File: src/rtl/qix_audio_filter.sv
// Qix analog output emulation: one-pole lowpass then DC-blocking highpass,
// time-shared between L and R, decimated and saturated to 16-bit stereo.
module qix_audio_filter #(
    parameter int TICK_DIV  = 208,
    parameter int OUT_DECIM = 2,
    parameter int FRAC      = 8,
    parameter int LPF_SHIFT = 2,
    parameter int DC_SHIFT  = 9
) (
    input  logic        clk_20m,
    input  logic        reset_n,
    input  logic        pause,
    input  logic [15:0] in_l,
    input  logic [15:0] in_r,
    output logic [15:0] out_l,
    output logic [15:0] out_r,
    output logic        out_valid
);

    localparam int W  = 16 + FRAC + 2;
    localparam int TW = (TICK_DIV > 1) ? $clog2(TICK_DIV) : 1;
    localparam int DW = (OUT_DECIM > 1) ? $clog2(OUT_DECIM) : 1;
    localparam logic signed [W-1:0] SAT_MAX = W'(32767);
    localparam logic signed [W-1:0] SAT_MIN = W'(-32768);

    // state   | meaning
    // S_IDLE  | waiting for a tick with pause low
    // S_LPF_L | lowpass update, left
    // S_LPF_R | lowpass update, right
    // S_DC_L  | DC blocker update, left
    // S_DC_R  | DC blocker update, right
    // S_OUT   | decimate and publish saturated samples
    typedef enum logic [2:0] {
        S_IDLE  = 3'd0,
        S_LPF_L = 3'd1,
        S_LPF_R = 3'd2,
        S_DC_L  = 3'd3,
        S_DC_R  = 3'd4,
        S_OUT   = 3'd5
    } state_t;

    state_t r_state;
    state_t w_state_next;

    logic [TW-1:0] r_tick_cnt;
    logic [DW-1:0] r_dec_cnt;
    logic          w_tick;
    logic          w_capture;
    logic          w_lpf_en;
    logic          w_dc_en;
    logic          w_sel_r;
    logic          w_out_en;
    logic          w_dec_wrap;

    logic signed [15:0]  r_xs_l, r_xs_r;
    logic signed [W-1:0] r_lp_l, r_lp_r;
    logic signed [W-1:0] r_pv_l, r_pv_r;
    logic signed [W-1:0] r_hp_l, r_hp_r;
    logic [15:0]         r_out_l, r_out_r;
    logic                r_out_valid;

    logic signed [15:0]  w_xs;
    logic signed [W-1:0] w_xs_ext;
    logic signed [W-1:0] w_xs_q;
    logic signed [W-1:0] w_lp;
    logic signed [W-1:0] w_pv;
    logic signed [W-1:0] w_hp;
    logic signed [W-1:0] w_lp_diff;
    logic signed [W-1:0] w_lp_new;
    logic signed [W-1:0] w_hp_new;

    function automatic logic [15:0] sat16(input logic signed [W-1:0] v);
        logic signed [W-1:0] s;
        logic [15:0]         res;
        s = v >>> FRAC;
        if (s > SAT_MAX)
            res = 16'h7FFF;
        else if (s < SAT_MIN)
            res = 16'h8000;
        else
            res = 16'(s);
        return res;
    endfunction

    assign w_tick     = (r_tick_cnt == TW'(TICK_DIV - 1));
    assign w_dec_wrap = (r_dec_cnt == DW'(OUT_DECIM - 1));

    always_ff @(posedge clk_20m) begin
        if (!reset_n)
            r_tick_cnt <= '0;
        else if (w_tick)
            r_tick_cnt <= '0;
        else
            r_tick_cnt <= r_tick_cnt + 1'b1;
    end

    always_ff @(posedge clk_20m) begin
        if (!reset_n)
            r_state <= S_IDLE;
        else
            r_state <= w_state_next;
    end

    always_comb begin
        w_state_next = r_state;
        w_capture    = 1'b0;
        w_lpf_en     = 1'b0;
        w_dc_en      = 1'b0;
        w_sel_r      = 1'b0;
        w_out_en     = 1'b0;
        case (r_state)
            S_IDLE: begin
                if (w_tick && !pause) begin
                    w_capture    = 1'b1;
                    w_state_next = S_LPF_L;
                end
            end
            S_LPF_L: begin
                w_lpf_en     = 1'b1;
                w_state_next = S_LPF_R;
            end
            S_LPF_R: begin
                w_lpf_en     = 1'b1;
                w_sel_r      = 1'b1;
                w_state_next = S_DC_L;
            end
            S_DC_L: begin
                w_dc_en      = 1'b1;
                w_state_next = S_DC_R;
            end
            S_DC_R: begin
                w_dc_en      = 1'b1;
                w_sel_r      = 1'b1;
                w_state_next = S_OUT;
            end
            S_OUT: begin
                w_out_en     = 1'b1;
                w_state_next = S_IDLE;
            end
            default: w_state_next = S_IDLE;
        endcase
    end

    // Single arithmetic path; w_sel_r steers operands and write-back.
    assign w_xs      = w_sel_r ? r_xs_r : r_xs_l;
    assign w_lp      = w_sel_r ? r_lp_r : r_lp_l;
    assign w_pv      = w_sel_r ? r_pv_r : r_pv_l;
    assign w_hp      = w_sel_r ? r_hp_r : r_hp_l;
    assign w_xs_ext  = {{(W-16){w_xs[15]}}, w_xs};
    assign w_xs_q    = w_xs_ext <<< FRAC;
    assign w_lp_diff = w_xs_q - w_lp;
    assign w_lp_new  = w_lp + (w_lp_diff >>> LPF_SHIFT);
    assign w_hp_new  = w_lp - w_pv + w_hp - (w_hp >>> DC_SHIFT);

    always_ff @(posedge clk_20m) begin
        if (!reset_n) begin
            r_xs_l <= '0;
            r_xs_r <= '0;
            r_lp_l <= '0;
            r_lp_r <= '0;
            r_pv_l <= '0;
            r_pv_r <= '0;
            r_hp_l <= '0;
            r_hp_r <= '0;
        end else begin
            if (w_capture) begin
                r_xs_l <= in_l;
                r_xs_r <= in_r;
            end
            if (w_lpf_en) begin
                if (w_sel_r)
                    r_lp_r <= w_lp_new;
                else
                    r_lp_l <= w_lp_new;
            end
            if (w_dc_en) begin
                if (w_sel_r) begin
                    r_hp_r <= w_hp_new;
                    r_pv_r <= w_lp;
                end else begin
                    r_hp_l <= w_hp_new;
                    r_pv_l <= w_lp;
                end
            end
        end
    end

    always_ff @(posedge clk_20m) begin
        if (!reset_n) begin
            r_dec_cnt   <= '0;
            r_out_l     <= '0;
            r_out_r     <= '0;
            r_out_valid <= 1'b0;
        end else begin
            r_out_valid <= 1'b0;
            if (w_out_en) begin
                if (w_dec_wrap) begin
                    r_dec_cnt   <= '0;
                    r_out_l     <= sat16(r_hp_l);
                    r_out_r     <= sat16(r_hp_r);
                    r_out_valid <= 1'b1;
                end else begin
                    r_dec_cnt <= r_dec_cnt + 1'b1;
                end
            end
        end
    end

    assign out_l     = r_out_l;
    assign out_r     = r_out_r;
    assign out_valid = r_out_valid;

endmodule

File: config.mk
export PLATFORM = sky130hd
export DESIGN_NAME = qix_audio_filter
export DESIGN_NICKNAME = d
export VERILOG_FILES = /design/src/rtl/qix_audio_filter.sv
export SDC_FILE = /design/constraint.sdc
export NUM_CORES = 1
export LEC_CHECK = 0
export ABC_AREA = 1
export CAP_MARGIN = 40
export CORE_ASPECT_RATIO = 1.2
export CORE_UTILIZATION = 65
export DETAILED_ROUTE_END_ITERATION = 10
export PLACE_DENSITY_LB_ADDON = 0.3
export RECOVER_POWER = 100
export SYNTH_ARGS = -nofsm -noshare
export SYNTH_HDL_FRONTEND = slang
export SYNTH_SLANG_ARGS = --single-unit
File: constraint.sdc
create_clock -name clk_20m -period 13.1 [get_ports clk_20m]
set_clock_uncertainty 0.1 [all_clocks]
set_input_delay 3.275 -clock clk_20m [delete_from_list [all_inputs] [get_ports clk_20m]]
set_output_delay 3.275 -clock clk_20m [all_outputs]
set_load 0.01 [all_outputs]
==> results of run 1 <==
metrics by stage:
step           cell area, µm²  hold WS, ns  util (%)
2_1_floorplan           14900        0.318         -
3_3_place_gp            15700        0.329      69.5
3_5_place_dp            15800        0.338      70.0
4_1_cts                 16600        0.349      73.8
5_1_grt                 16600        0.380      73.5
6_report                16600        0.349      73.5
area by class of cell:
class / instances / area (µm²)
multi-input combinational: 1426 / 8430
fill: 1857 / 5960
sequential: 233 / 4660
inverter: 381 / 1430
timing repair buffer: 88 / 847
clock buffer: 35 / 743
tap: 279 / 349
clock inverter: 8 / 96.3
registers in the layout (all words and copies together), names as in the netlist:
name,cells
r_lp_r,26
out_l,16
r_pv_l,26
r_state,3
r_lp_l,26
r_pv_r,26
r_xs_l,16
out_valid,1
r_hp_l,26
r_xs_r,16
r_tick_cnt,8
r_dec_cnt,1
r_hp_r,26
out_r,16
synthesized netlist by cell type, types with 12 or more instances:
master,count
xor2_1,33
dfxtp_1,233
a21oi_1,192
nand2_1,350
ha_1,68
nor2_1,111
o211ai_1,17
nand4_1,22
inv_1,373
o21ai_0,240
nor3_1,48
nand3_1,122
fa_1,51
clkbuf_1,90
o21a_1,13
xnor2_1,21
o21bai_1,12
nor4_1,35
nand2_2,24
where the power goes:
group          internal (µW)  switching, µW  total (µW)  leakage, µW
Clock                    432            291         723     0.000417
Sequential               709          0.474         710      0.00188
Combinational           10.8           16.4        27.2      0.00600
critical path, delay by kind of cell, from the launching register on:
| family | cells | cell delay [ns] |
|---|---|---|
| flops | 1 | 0.46 |
| compound gates | 5 | 1.26 |
| buf+inv | 4 | 1.49 |
| fa+ha+maj | 2 | 0.74 |
| xor+xnor | 1 | 0.16 |
| simple gates | 16 | 5.10 |
metal layers:
metal  vias to the layer above  GRT usage, %  part of all wire [%]
met3                       111          4.10                   5.7
met5                         -             0                     0
met1                      6506          43.3                    41
met2                       483          61.7                    48
met4                         0          17.0                   4.8
li1                       6992             -                     -
path summary, 6_finish.rpt:
kind                       from  slack, ns            end
hold reg to reg   r_tick_cnt[0]       0.35  r_tick_cnt[0]
hold / removal    r_tick_cnt[0]       0.35  r_tick_cnt[0]
setup reg to reg     r_state[1]       3.61     r_lp_r[24]
setup / recovery     r_state[1]       3.61     r_lp_r[24]
kinds of logic after synthesis:
logic type | count (synthesis)
AO/OA/AOI/OAI | 511
adder cells (fa/ha/maj) | 119
XOR/XNOR | 54
flip-flops | 233
multiplexers | 1
buffers and inverters | 481
AND/OR/NAND/NOR | 741
layout by cell type (no fill, tap or decap), types with 6 or more instances in the layout:
master / synthesis / final
a31oi_1: 9 / 9
nor2_1: 111 / 111
nor3_1: 48 / 46
o21bai_1: 12 / 12
inv_2: 5 / 6
xnor2_1: 21 / 21
ha_1: 68 / 68
nand2_2: 24 / 22
clkdlybuf4s50_1: 0 / 33
o21ai_0: 240 / 244
inv_1: 373 / 373
o21a_1: 13 / 13
xor2_1: 33 / 33
dlygate4sd3_1: 0 / 33
clkbuf_16: 0 / 25
buf_4: 1 / 10
nand4_1: 22 / 22
o211ai_1: 17 / 17
clkbuf_8: 0 / 8
nor4_1: 35 / 35
nand3_2: 7 / 7
nand2_1: 350 / 354
nand3_1: 122 / 122
clkbuf_1: 90 / 7
fa_1: 51 / 51
a21oi_1: 192 / 192
dfxtp_1: 233 / 233
==> summary.md, run 1 <==
| Metric | Value |
|---|---|
| Status | `finished with violations` |
| Failing checks | `capacitance limit, slew limit` |
| Max Clk Rate | `105 MHz` |
| YS warnings | `0` |
| Slew Limit Fails | `294` |
| Adder-cell share of the synthesized area | `12.5%` |
| Max rail drop VDD | `0.104 mV` |
| First-pass GRT wire length | `66.9 mm` |
| Setup_tns | `0 ns` |
| DP HPWL | `30.4 mm` |
| Final cell count without fillers | `2450` |
| CP max FO | `84` |
| R2R depth | `28` |
| Xor and xnor fraction of the mapped netlist area | `3.16%` |
| Drt initial violations | `1038` |
| Final Cycle Share | `72.5%` |
| Routed len/inst | `16.6 µm` |
| Initial Util | `66.4%` |
| Top_reg_cell synth | `dfxtp_1` |
| Seq/Total Area, Yosys | `31.2%` |
| Mapped cell area | `0.0149 mm²` |
| Max-slew headroom at the worst pin | `-123%` |
| Clock latency on the worst-skew pair | `0.55 ns` |
| Pwr Total | `1460 µW` |
| Number of global-route vias before repair | `13553` |
| Total CTS buffers | `25` |
| Chip Height | `168 µm` |
| Yosys top cell by area | `dfxtp_1` |
| Pre-CTS setup slack | `6.20 ns` |
| Top post-synthesis cells by area | `dfxtp_1 (31%), inv_1 (9.4%), nand2_1 (8.8%)` |
| Yosys top cell area share | `31.2%` |
| Class of the worst hold path | `reg2reg` |
| Inst Count DP | `2407` |
| Setup Fix Bufs, Post-CTS | `0` |
| # DRC | `0` |
| Max H-tree Level | `1` |
| EDFF count, synth | `0` |
| Post-Route WL | `40.7 mm` |
| MaxCap Viol Count | `5` |
| Most used cell, CP | `nand2_1` |
| Total congestion overflow | `0` |
| Antenna Cells | `0` |
| Io pins | `68` |
| Simple-Gate Fraction of Synth Area | `22.3%` |
| Max incr delay on CP | `2.06 ns` |
| DR vias | `14092` |
| Layout net count | `2309` |
| Synth Area in Compound Gates | `18.4%` |
| CTS Sinks | `233` |
| Layout cells sized above 1 | `5.11%` |
| Synth Area per Inst | `6.98 µm²` |
| CP Launch Type | `register` |
| CTS tree | `built` |
| P_leak | `0.00829 µW` |
| Hold Crit Depth | `1` |
| Max clock buf depth | `3` |
| Cts repair resizes | `0` |
| Critical Path Sink Type | `register` |
| Crit-path slowest cell | `nand2_1` |
| Hold Vio Cnt, Final | `0` |
| Finish-stage setup viols | `0` |
| Crit path kind | `reg2reg` |
| Hold Buf Count CTS | `0` |
| Area of the die | `0.0236 mm²` |
| P per Cell Area | `88.2 mW/mm²` |
| RSZ-0062 raised after global routing | `false` |
| Post-Synthesis Cells | `2140` |
| Syn nets | `2294` |
| Crit path arrival time | `9.82 ns` |
| Initial antenna violation count | `0` |
| Largest net degree at the start of global routing | `85` |
| GR Util All Layers | `35.3%` |
| Crit path time final | `9.49 ns` |
| IO Port Bufs | `67` |
| Via density | `5.75` |
| Row Count | `60` |
| Worst Path Required | `13.42 ns` |
| Layout area overhead | `10.8%` |
| Worst-path clk slew | `0.06 ns` |
| Largest family of logic cells by synthesized area | `simple AND/OR/NAND/NOR gates` |
| Placer Congestion | `0.973` |
| Worst Max-Slew Pin Slew | `3.34 ns` |
| Synth cell types | `46` |
| Post-synthesis mux area share | `0.0670%` |
| Root Driver | `clkbuf_16` |
| DR pass1 iterations | `5` |
| Antenna-violating nets left | `0` |
| Core area | `0.0225 mm²` |
| Die Width | `140 µm` |
| Register bit total from synthesis | `233` |
| Asr flop ratio synth | `0%` |
| Worst Setup Slack, final | `3.61 ns` |
Note: power is estimated with default switching activity, not from simulation.
==> inputs of run 2 (changes only) <==
Settings changed: CORE_UTILIZATION 65 to 62.
Clock period 13.1 ns to 9.35 ns, I/O delays scaled along.
==> run 2 against run 1 <==
The flow still finishes with violations (capacitance limit, slew limit). Combinational power increased by 43%. Total power up 40%. Sequential power up 40%. Die area up 4.8%. Worst hold slack improved by 0.0012 ns. Routed wire length increased by 0.12%. Largest power group unchanged.
==> summary.md, run 2 (synthesized netlist as in run 1, its figures left out) <==
| Metric | Value |
|---|---|
| CP max FO | `83 (-1.2%)` |
| # DRC | `0 (unchanged)` |
| Chip Height | `172 µm (+2.4%)` |
| Max H-tree Level | `1 (unchanged)` |
| CP Launch Type | `primary input` |
| GR Util All Layers | `34.1% (-1.3 points)` |
| Max rail drop VDD | `0.162 mV (+56%)` |
| IO Port Bufs | `67 (unchanged)` |
| CTS tree | `built` |
| Fin util | `70.9% (-2.6 points)` |
| Most common cell after layout, fill and taps aside | `inv_1` |
| Clk pwr share | `49.3% (-0.2 points)` |
| P per Cell Area | `123 mW/mm² (+39%)` |
| P_leak | `0.00830 µW (about the same)` |
| Worst-path clk slew | `0.06 ns (about the same)` |
| Reg-to-reg slack, setup | `2.34 ns (-1.27 ns)` |
| Setup_tns | `0 ns (unchanged)` |
| Worst Path Required | `9.72 ns (-3.70 ns)` |
| Total CTS buffers | `25 (unchanged)` |
| Via density | `5.65 (-1.8%)` |
| Layout cells sized above 1 | `5.20% (+0.092 points)` |
| Initial Util | `63.8% (-2.6 points)` |
| Worst Max-Slew Pin Slew | `2.32 ns (-1.02 ns)` |
| Total congestion overflow | `0 (unchanged)` |
| Crit path time final | `7.71 ns` |
| Setup Fix Bufs, Post-CTS | `0 (unchanged)` |
| Status | `finished with violations` |
| Flop pwr share | `48.8% (+0.2 points)` |
| First-pass GRT wire length | `66.0 mm (-1.4%)` |
| DR vias | `14035 (-0.40%)` |
| Io pins | `68 (unchanged)` |
| Drt initial violations | `934 (-10%)` |
| Crit path arrival time | `8.08 ns (-1.74 ns)` |
| Max clock buf depth | `3 (unchanged)` |
| Root Driver | `clkbuf_16` |
| Crit path kind | `in2reg` |
| MaxCap Viol Count | `4 (-1)` |
| RSZ-0062 raised after global routing | `false` |
| Antenna-violating nets left | `0 (unchanged)` |
| Post-Route WL | `40.8 mm (+0.12%)` |
| P_int | `1600 µW (+39%)` |
| Row Count | `61 (+1.7%)` |
| Hold Buf Count CTS | `0 (unchanged)` |
| Layout net count | `2307 (-0.087%)` |
| Class of the worst hold path | `reg2reg` |
| Placer Congestion | `0.955 (-1.9%)` |
| Max-slew headroom at the worst pin | `-54.7% (+68 points)` |
| P_sw | `437 µW (+42%)` |
| Hold Vio Cnt, Final | `0 (unchanged)` |
| DP HPWL | `30.8 mm (+1.3%)` |
| Combinational share of power | `1.9% (about the same)` |
| Cts repair resizes | `0 (unchanged)` |
| Clock latency on the worst-skew pair | `0.52 ns (-0.03 ns)` |
| Largest net degree at the start of global routing | `84 (-1.2%)` |
| Routed len/inst | `16.4 µm (-1.3%)` |
| CTS Sinks | `233 (unchanged)` |
| Layout filler cell count | `1986 (+6.9%)` |
| Sw Share | `21.4% (+0.34 points)` |
| Area of the die | `0.0247 mm² (+4.8%)` |
| Commonest non-fill, non-tap cells in the layout | `inv_1 (374), nand2_1 (353), o21ai_0 (244), dfxtp_1 (233), a21oi_1 (192)` |
| Critical Path Sink Type | `register` |
| Failing checks | `capacitance limit, slew limit` |
| Finish-stage setup viols | `0 (unchanged)` |
| Max Clk Rate | `130 MHz` |
| Die Width | `144 µm (+2.4%)` |
| Slew Limit Fails | `191 (-35%)` |
| Antenna Cells | `0 (unchanged)` |
| Number of global-route vias before repair | `13074 (-3.5%)` |
| DR pass1 iterations | `5 (unchanged)` |
| Final Cycle Share | `82.5%` |
| Layout area overhead | `11.2%` |
| Initial antenna violation count | `0 (unchanged)` |
| Core area | `0.0234 mm² (+4.0%)` |
## run 2: cell count changes in the layout (fill, tap and decap cells not counted), moves of 2 or more
cell / before / now
clkbuf_1: 7 / 4
clkbuf_8: 8 / 6
clkinv_4: 0 / 2
nand2_4: 3 / 5
clkinv_2: 4 / 7
## run 2: worst max-delay path: stages
cell	delay [ns]
buf_2	0.09
clkbuf_1	1.61
clkinvlp_2	2.53
buf_4	0.98
a21oi_1	0.24
o21ai_0	0.10
inv_1	0.08
## run 2: worst paths after layout
check / startpoint / cells after the start / end
setup / recovery: reset_n / 7 / r_lp_r[15]
hold / removal: r_tick_cnt[0] / 1 / r_tick_cnt[0]
setup reg to reg: r_state[2] / 23 / r_hp_r[20]
hold reg to reg: r_tick_cnt[0] / 1 / r_tick_cnt[0]
## run 2: power groups by stage
stage	logic [µW]	clock network, µW	registers, µW
2_1_floorplan	18.4	0	1020
3_3_place_gp	38.0	0	1020
3_5_place_dp	38.5	0	1020
4_1_cts	38.8	1010	994
5_1_grt	41.9	1060	994
6_report	38.8	1010	994
## run 2: layout make-up
type,instances,area [µm²],share of cell area [%]
flip-flops and latches,233,4660,28.1
inverters,381,1430,8.62
repair buffers,86,850,5.11
multi-input cells,1426,8430,50.8
clock inverters,13,128,0.768
clock buffers,32,712,4.29
well taps,315,394,2.37
## run 2: layer usage
layer	vias to the layer above	GRT usage (%)	wire length [µm]	part of all wire (%)
met5	-	0	0	0
met4	0	15.6	1900	4.7
met3	89	3.60	2250	5.5
met2	455	59.2	19300	47
met1	6506	42.3	17300	42
li1	6985	-	-	-
## run 2: through the flow
step	hold WS (ns)	instances	cell area [µm²]	worst slack, ns	total power [µW]
after floorplan	0.318	2140	14900	4.20	1030
after global placement	0.326	2435	15700	2.65	1050
after detailed placement	0.338	2441	15800	3.12	1050
after CTS	0.350	2486	16600	3.08	2050
after global routing	0.378	2486	16600	1.32	2090
final	0.350	2486	16600	1.64	2040
